--- src/rtl/seven_seg_scan_mux.sv ---
// Scans an N-digit hex value onto one shared seven-segment decoder and common-anode display.
// A blank gap separates digits. New values are double-buffered and swapped in at frame boundaries.
module seven_seg_scan_mux #(
   parameter int N_DIGITS     = 4,
   parameter int REFRESH_DIV  = 50000,
   parameter int BLANK_CYCLES = 16
) (
   input  logic                    clk,
   input  logic                    reset,
   input  logic                    load,
   input  logic [4*N_DIGITS-1:0]   value,
   input  logic [N_DIGITS-1:0]     dp_in,
   input  logic                    lzs_en,
   output logic [3:0]              digit,
   output logic [N_DIGITS-1:0]     an,
   output logic                    blank,
   output logic                    dp,
   output logic                    updated
);

   localparam int IW      = $clog2(N_DIGITS);
   localparam int CNT_MAX = (REFRESH_DIV > BLANK_CYCLES) ? REFRESH_DIV : BLANK_CYCLES;
   localparam int CW      = $clog2(CNT_MAX);

   typedef enum logic {ST_BLANK, ST_SHOW} state_t;

   state_t                  r_state, w_state_nxt;
   logic [CW-1:0]           r_cnt, w_cnt_nxt;
   logic [IW-1:0]           r_idx, w_idx_nxt;
   logic                    w_boundary;

   logic [4*N_DIGITS-1:0]   r_disp_val, r_pend_val;
   logic [N_DIGITS-1:0]     r_disp_dp, r_pend_dp;
   logic                    r_pend_valid;
   logic                    r_updated;
   logic                    r_lzs;

   logic [N_DIGITS-1:0]     w_lead_zero;
   logic                    w_acc;
   logic                    w_supp;
   logic                    w_lit;

   always_ff @(posedge clk) begin
      if (reset) begin
         r_state <= ST_BLANK;
         r_cnt   <= '0;
         r_idx   <= '0;
      end else begin
         r_state <= w_state_nxt;
         r_cnt   <= w_cnt_nxt;
         r_idx   <= w_idx_nxt;
      end
   end

   always_comb begin
      w_state_nxt = r_state;
      w_cnt_nxt   = r_cnt + 1'b1;
      w_idx_nxt   = r_idx;
      w_boundary  = 1'b0;
      case (r_state)
         ST_BLANK: begin
            if (r_cnt == CW'(BLANK_CYCLES-1)) begin
               w_state_nxt = ST_SHOW;
               w_cnt_nxt   = '0;
            end
         end
         ST_SHOW: begin
            if (r_cnt == CW'(REFRESH_DIV-1)) begin
               w_state_nxt = ST_BLANK;
               w_cnt_nxt   = '0;
               if (r_idx == IW'(N_DIGITS-1)) begin
                  w_idx_nxt  = '0;
                  w_boundary = 1'b1;
               end else begin
                  w_idx_nxt  = r_idx + 1'b1;
               end
            end
         end
         default: begin
            w_state_nxt = ST_BLANK;
            w_cnt_nxt   = '0;
         end
      endcase
   end

   // Transfer uses the old pending contents; a coincident load refills pending and keeps it valid.
   always_ff @(posedge clk) begin
      if (reset) begin
         r_disp_val   <= '0;
         r_disp_dp    <= '0;
         r_pend_val   <= '0;
         r_pend_dp    <= '0;
         r_pend_valid <= 1'b0;
         r_updated    <= 1'b0;
         r_lzs        <= 1'b0;
      end else begin
         r_lzs     <= lzs_en;
         r_updated <= w_boundary && r_pend_valid;
         if (w_boundary && r_pend_valid) begin
            r_disp_val <= r_pend_val;
            r_disp_dp  <= r_pend_dp;
         end
         if (load) begin
            r_pend_val   <= value;
            r_pend_dp    <= dp_in;
            r_pend_valid <= 1'b1;
         end else if (w_boundary) begin
            r_pend_valid <= 1'b0;
         end
      end
   end

   // w_lead_zero[i]: nibbles N_DIGITS-1 down to i of the displayed value are all zero.
   always_comb begin
      w_lead_zero = '0;
      w_acc       = 1'b1;
      for (int unsigned k = 0; k < N_DIGITS; k++) begin
         w_acc = w_acc & (r_disp_val[4*(N_DIGITS-1-k) +: 4] == 4'h0);
         w_lead_zero[N_DIGITS-1-k] = w_acc;
      end
   end

   assign w_supp  = r_lzs && (r_idx != '0) && w_lead_zero[r_idx];
   assign w_lit   = (r_state == ST_SHOW) && !w_supp;

   assign digit   = (r_state == ST_SHOW) ? r_disp_val[{r_idx, 2'b00} +: 4] : 4'h0;
   assign an      = w_lit ? ~(N_DIGITS'(1) << r_idx) : '1;
   assign blank   = ~w_lit;
   assign dp      = w_lit ? ~r_disp_dp[r_idx] : 1'b1;
   assign updated = r_updated;

endmodule

--- config.mk ---
export PLATFORM = sky130hd
export DESIGN_NAME = seven_seg_scan_mux
export DESIGN_NICKNAME = d
export VERILOG_FILES = /design/src/rtl/seven_seg_scan_mux.sv
export SDC_FILE = /design/constraint.sdc
export NUM_CORES = 1
export LEC_CHECK = 0
export CORE_MARGIN = 10
export CORE_UTILIZATION = 49
export DETAILED_ROUTE_END_ITERATION = 16
export PLACE_DENSITY = 0.72
export SYNTH_ARGS = -nofsm -noshare
export SYNTH_HDL_FRONTEND = slang
export SYNTH_SLANG_ARGS = --single-unit
export TNS_END_PERCENT = 20
--- constraint.sdc ---
create_clock -name clk -period 4.9 [get_ports clk]
set_clock_uncertainty 0.1 [all_clocks]
set_input_delay 0.98 -clock clk [delete_from_list [all_inputs] [get_ports clk]]
set_output_delay 0.98 -clock clk [all_outputs]
set_load 0.02 [all_outputs]
==> metrics.md, run 1 <==
| Metric | Value |
|---|---|
| #FFs+latches synth | `62` |
| Status | `finished, final reports clean` |
| Critical Path Fanout Max | `12` |
| Switching share of power | `0.233` |
| Mapped Nets | `328` |
| Reg2reg end | `r_disp_val[9]` |
| Die height | `roughly 95 um` |
| Final nets | `351` |
| Post-CTS setup buffers | `0` |
| Max-Cap Viols | `0` |
| Startpoint Class | `flip-flop` |
| Root Buffer | `clkbuf_8` |
| Final WL | `a little under 6000 um` |
| Worst hold path class | `reg -> reg` |
| Cell depth of the worst hold path | `2` |
| CP endpoint kind | `output port` |
| Fin crit share | `0.724` |
| Critical path class | `reg -> out` |
| PD cells | `between 300 and 400 nW/um^2` |
| Die area | `around 9000 um^2` |
| Logic pwr share | `0.049` |
| Post-cts resize count | `0` |
| Starting DRT DRC Count | `about 190` |
| Hpwl dp | `~3900 um` |
| Clk buf depth | `2` |
| DRT antenna net count | `0` |
| Clock tree sinks | `between 60 and 70` |
| Placed cells | `~380` |
| P_leak | `about 0.0011 uW` |
| Die X | `around 95 um` |
| Core box area | `between 5000 and 6000 um^2` |
| Int Pwr | `slightly below 800 uW` |
| Reg-to-reg slack, setup | `2.57 ns` |
| Sw Pwr | `roughly 240 uW` |
| Total number of yosys warnings | `0` |
| Commonest non-fill, non-tap cell in the layout | `dfxtp_1` |
| Number of buffers inserted by port buffering | `34` |
| Final hold vios | `0` |
| Vias per cell | `~5.5` |
| Hold Path End | `r_disp_val[13]` |
| Commonest cells after routing, fill and taps aside | `dfxtp_1, clkdlybuf4s50_1, nand3_1` |
| RSZ-0062 raised after global routing | `no` |
| Yosys cell types | `38` |
| Min Tclk post-route | `roughly 3.5 ns` |
| Final Util | `0.599` |
| Layout cells sized above 1 | `0.0979` |
| 1st-pass router iterations | `4` |
| Fmax | `roughly 280 MHz` |
| TNS Setup | `0 ns` |
| Initial antenna violation count | `0` |
| Sequential share of power | `0.515` |
| Worst ir drop on vdd | `roughly 0.00019 V` |
| First-pass GRT wire length | `~10,000 um` |
| Hold Crit Start | `r_pend_val[13]` |
| I/O pin count | `35` |
| Clock Power Share | `0.436` |
| Register clock-pin slew on the reported worst setup and hold paths | `0.07 ns` |
| Vias post-DR | `about 2,200` |
| Cts hold-fix bufs | `0` |
| Remaining global-route overflow | `0` |
| Final setup violation count | `0` |
| Total CTS buffers | `9` |
| Later-pin clock latency in the skew report | `approximately 0.34 ns` |
| Inserted Diodes | `0` |
| Slew headroom | `0.197` |
| H-tree levels | `3` |
| Final Max Tran Viols | `0` |
| Synthesized cell area | `between 2000 and 3000 um^2` |
| Number of global-route vias before repair | `~2,100` |
| Initial Util | `0.500` |
| Gpl congestion | `approximately 0.76` |
| Global-route usage over all layers | `0.139` |
| Non-filler instance count after layout | `between 300 and 400` |
| Worst-margin pin slew | `1.20 ns` |
| Worst r2r src | `r_idx[0]` |
| Cell count after synthesis | `around 300` |
| Largest net degree at the start of global routing | `64` |
| Post-synthesis area per instance | `9.16 um^2` |
| Register area share after synthesis | `0.453` |
| Worst R2R Path Depth | `5` |
| TritonCTS clock tree | `built` |
| Worst EP arrival | `around 2.5 ns` |
| Area delta synth->final | `19.7%` |
| Wire length per cell | `between 10 and 15 um` |
| FP Rows | `27` |
| Required @ worst endpoint | `3.82 ns` |
| # DRC | `0` |
flip-flops by register name, indices dropped and copies added, names as in the netlist:
name / flops
r_lzs: 1
r_pend_val: 16
r_state: 1
updated: 1
r_cnt: 16
r_pend_dp: 4
r_disp_val: 16
r_disp_dp: 4
r_idx: 2
r_pend_valid: 1
critical path, cell delays in order (launching register included):
cell and delay, ns:
dfxtp_1 0.62, inv_1 0.13, ha_1 0.23, nand3b_1 0.15
a211o_1 0.29, nand3_1 0.10, clkdlybuf4s50_1 0.62
final cells by class:
class | instances | area, um^2
well taps | 72 | 90.1
flip-flops and latches | 62 | 1240
clock inverters | 7 | 72.6
multi-input cells | 206 | 1380
fillers | 523 | 2200
clock buffers | 9 | 124
inverters | 8 | 30.0
repair buffers | 35 | 343
worst max path at each step:
stage,endpoint,start,slack (ns)
global route,an[1],r_idx[0],1.12
CTS,an[1],r_idx[0],1.31
floorplan,dp,r_idx[0],2.15
global placement,dp,r_idx[0],1.73
detailed placement,an[1],r_idx[0],1.67
finish,an[1],r_idx[0],1.35
metrics by stage:
step	hold slack, ns	cell area (um^2)	total power, uW	setup WS [ns]
after detailed placement	0.359	3080	586	1.67
final	0.375	3280	1020	1.35
after global routing	0.385	3280	1060	1.12
after CTS	0.379	3280	1030	1.31
after floorplan	0.346	2740	562	2.15
after global placement	0.362	3080	585	1.73
metal layers:
layer  global-route usage  part of all wire
met5                    0                 0
met4               0.0648             0.016
met3               0.0468             0.063
met2                0.184              0.42
met1                0.196              0.50
synthesized netlist by cell type:
| cell type | n | area, um^2 |
|---|---|---|
| a211o_1 | 1 | 8.76 |
| a21oi_1 | 24 | 120 |
| a21oi_2 | 1 | 8.76 |
| and2_1 | 4 | 25.0 |
| and3_1 | 1 | 6.26 |
| and4_1 | 1 | 8.76 |
| buf_1 | 1 | 3.75 |
| buf_2 | 4 | 20.0 |
| buf_4 | 1 | 7.51 |
| clkbuf_1 | 17 | 63.8 |
| dfxtp_1 | 62 | 1240 |
| ha_1 | 5 | 62.6 |
| inv_1 | 8 | 30.0 |
| mux2i_1 | 20 | 200 |
| mux4_2 | 5 | 113 |
| nand2_1 | 5 | 18.8 |
| nand3_1 | 31 | 155 |
| nand3_2 | 2 | 20.0 |
| nand3b_1 | 1 | 7.51 |
| nand4_1 | 3 | 18.8 |
| nand4_2 | 1 | 12.5 |
| nor2_1 | 24 | 90.1 |
| nor2b_1 | 1 | 6.26 |
| nor3_1 | 19 | 95.1 |
| nor3_2 | 1 | 10.0 |
| nor3b_1 | 1 | 7.51 |
| nor4_1 | 9 | 56.3 |
| nor4_4 | 1 | 21.3 |
| nor4b_1 | 1 | 8.76 |
| o21ai_0 | 24 | 120 |
| o31ai_1 | 1 | 7.51 |
| o41ai_1 | 1 | 8.76 |
| or2_2 | 1 | 6.26 |
| or3_1 | 1 | 6.26 |
| or3_4 | 1 | 11.3 |
| or4_1 | 1 | 7.51 |
| xnor2_1 | 12 | 105 |
| xor2_1 | 2 | 17.5 |
logic make-up (layout without fill, tap and decap cells):
group                    count (synthesis)  after routing  synth area share
adder cells (fa/ha/maj)                  5              5            0.0229
buffers and inverters                   31             59            0.0457
AND/OR/NAND/NOR                        110            110             0.219
AO/OA/AOI/OAI                           52             52             0.100
flip-flops                              62             62             0.453
XOR/XNOR                                14             14            0.0448
multiplexers                            25             25             0.114
power by group through the flow:
stage	combinational, uW	sequential [uW]	clock, uW
CTS	50.2	524	454
global placement	49.0	536	0
detailed placement	49.9	536	0
global route	54.7	526	481
finish	49.6	524	443
floorplan	28.6	534	0
(Power assumes the default switching activity.)
==> run 2, diff against run 1 <==
PLACE_DENSITY = 0.75   (was 0.72)
clock period = 3.2 ns   (was 4.9 ns; I/O delays follow)
==> run 2 against run 1 <==
Against the previous run: cell count increased by 1.0%; die area unchanged; non-clock buffer count increased by 4; sequential power increased by 53%; critical path depth increased by 1; setup slack got worse by 1.2 ns; power increased by 56%; global-route usage decreased by 0.62 points; first-iteration DRC count decreased by 60%; combinational power increased by 55%; register-to-register slack got worse by 1.6 ns; critical endpoint is now an[3]; largest power group unchanged.
==> metrics.md, run 2 (synthesis gave the netlist of run 1 again) <==
| Metric | Value |
|---|---|
| Core box area | `5470 um^2 (unchanged)` |
| Status | `finished, final reports clean (unchanged)` |
| Register clock-pin slew on the reported worst setup and hold paths | `0.08 ns (was 0.07 ns)` |
| Final Max Tran Viols | `0 (unchanged)` |
| Wire length per cell | `14.3 um (was 14.6 um)` |
| Layout cells sized above 1 | `0.109 (was 0.0979)` |
| Multi-input logic area | `1380 um^2 (unchanged)` |
| Vias post-DR | `2,224 (was 2,189)` |
| CP cell instances | `buf_4 > inv_1 > ha_1 > nand3b_1 > a211o_1 > nand3_1 > clkdlybuf4s50_1 (was inv_1 > ha_1 > nand3b_1 > a211o_1 > nand3_1 > clkdlybuf4s50_1)` |
| Initial Util | `0.500 (unchanged)` |
| Required @ worst endpoint | `2.46 ns (was 3.82 ns)` |
| Int Pwr | `1200 uW (was 781 uW)` |
| Root Buffer | `clkbuf_8 (unchanged)` |
| Die area | `8980 um^2 (unchanged)` |
| FP Rows | `27 (unchanged)` |
| Final hold vios | `0 (unchanged)` |
| CP peak stage delay | `0.61 ns (was 0.62 ns)` |
| Gpl congestion | `0.809 (was 0.761)` |
| Commonest non-fill, non-tap cell in the layout | `dfxtp_1 (unchanged)` |
| Vias per cell | `5.52 (was 5.49)` |
| CP endpoint kind | `output port (unchanged)` |
| Crit-path leading delay family | `buffers and inverters (unchanged)` |
| Largest regs | `r_cnt (16), r_disp_val (16), r_pend_val (16) (unchanged)` |
| Sequential share of power | `0.507 (was 0.515)` |
| Number of global-route vias before repair | `2,051 (was 2,104)` |
| P_leak | `0.00116 uW (was 0.00113 uW)` |
| Switching share of power | `0.240 (was 0.233)` |
| Post-CTS setup buffers | `0 (unchanged)` |
| I/O pin count | `35 (unchanged)` |
| Fin crit share | `0.942` |
| Total CTS buffers | `9 (unchanged)` |
| Remaining global-route overflow | `0 (unchanged)` |
| Largest net degree at the start of global routing | `42 (was 64)` |
| Cts hold-fix bufs | `0 (unchanged)` |
| Worst ir drop on vdd | `0.000321 V (was 0.000188 V)` |
| Min Tclk post-route | `between 3 and 4 ns` |
| Commonest cells after routing, fill and taps aside | `dfxtp_1, clkdlybuf4s50_1, nand3_1 (unchanged)` |
| FILL cells | `489 (was 523)` |
| Post-cts resize count | `0 (unchanged)` |
| Worst-margin pin slew | `0.746 ns (was 1.20 ns)` |
| Hpwl dp | `4060 um (was 3860 um)` |
| Clock Power Share | `0.445 (was 0.436)` |
| Worst hold path class | `reg -> reg (unchanged)` |
| # DRC | `0 (unchanged)` |
| Clk buf depth | `2 (unchanged)` |
| Slew headroom | `0.503 (was 0.197)` |
| WHS | `0.371 ns (was 0.375 ns)` |
| Inserted Diodes | `0 (unchanged)` |
| DRT antenna net count | `0 (unchanged)` |
| Critical path buffer and inverter count | `3 (was 2)` |
| Starting DRT DRC Count | `75 (was 186)` |
| First-pass GRT wire length | `9630 um (was 10,100 um)` |
| Final WL | `5760 um (was 5820 um)` |
| Die height | `94.7 um (unchanged)` |
| Logic pwr share | `0.049 (about the same)` |
| Slowest cell on crit path | `clkdlybuf4s50_1 (was dfxtp_1)` |
| TritonCTS clock tree | `built (unchanged)` |
| Later-pin clock latency in the skew report | `0.35 ns (was 0.34 ns)` |
| Max-Cap Viols | `0 (unchanged)` |
| Worst EP arrival | `2.27 ns (was 2.47 ns)` |
| Critical Path Fanout Max | `9 (was 12)` |
| Clock tree sinks | `62 (unchanged)` |
| PD cells | `479 nW/um^2 (was 311 nW/um^2)` |
| Startpoint Class | `flip-flop (unchanged)` |
| TNS Setup | `0 ns (unchanged)` |
| Sw Pwr | `381 uW (was 237 uW)` |
| H-tree levels | `3 (unchanged)` |
| 1st-pass router iterations | `4 (unchanged)` |
| RSZ-0062 raised after global routing | `no (unchanged)` |
| Fmax | `~330 MHz` |
| Global-route usage over all layers | `0.133 (was 0.139)` |
| Final setup violation count | `0 (unchanged)` |
| Number of buffers inserted by port buffering | `34 (unchanged)` |
| Final nets | `355 (was 351)` |
| Initial antenna violation count | `0 (unchanged)` |
| FF/Latch Area | `1240 um^2 (unchanged)` |
| Area delta synth->final | `21.0% (was 19.7%)` |
| Critical path class | `reg -> out (unchanged)` |
| Die X | `94.7 um (unchanged)` |
-- run 2: cell count changes in the layout (fill, tap and decap cells not counted) --
cell        change
clkinv_4        -1
clkinvlp_4      -1
buf_4           +4
clkinv_2        -1
inv_6           +3
-- run 2: area by class of cell --
class | count | area share
flip-flops and latches | 62 | 0.375
repair buffers | 39 | 0.113
inverters | 8 | 0.00907
well taps | 72 | 0.0272
clock inverters | 7 | 0.0234
multi-input cells | 206 | 0.416
clock buffers | 9 | 0.0374
-- run 2: routing by layer --
metal	wire, um	GRT usage	share of wire
met1	2910	0.176	0.50
met2	2430	0.189	0.42
met3	295	0.0404	0.051
met4	124	0.0711	0.022
met5	0	0	0
-- run 2: metrics by stage --
step           power, uW   util  instance area [um^2]  instances  worst slack, ns
2_1_floorplan        861      -                  2740        299            0.794
3_3_place_gp         896  0.568                  3110        387            0.605
3_5_place_dp         898  0.568                  3110        387            0.553
4_1_cts             1590  0.605                  3310        403            0.171
5_1_grt             1650  0.605                  3310        403           0.0315
6_report            1590  0.605                  3310        403            0.186
-- run 2: worst register-to-register path: cells and delay by family (launching register included) --
kind | cells | cell delay, ns
DFF | 1 | 0.36
and+or+nand+nor | 3 | 1.21
adders and majority gates | 1 | 0.21
buffers and inverters | 1 | 0.20
-- run 2: path summary, 6_finish.rpt --
path                       from  slack, ns  depth (start not counted)            end
setup reg to reg       r_idx[0]       0.99                          5        updated
hold / removal    r_pend_val[6]       0.37                          2  r_disp_val[6]
setup / recovery       r_idx[1]       0.19                          7          an[3]
hold reg to reg   r_pend_val[6]       0.37                          2  r_disp_val[6]
-- run 2: power by group through the flow --
stage	Sequential [uW]	Clock, uW	Combinational, uW
after floorplan	817	0	43.8
after global placement	820	0	75.3
after detailed placement	821	0	77.6
after CTS	803	714	77.7
after global routing	805	757	83.8
final	803	705	77.1
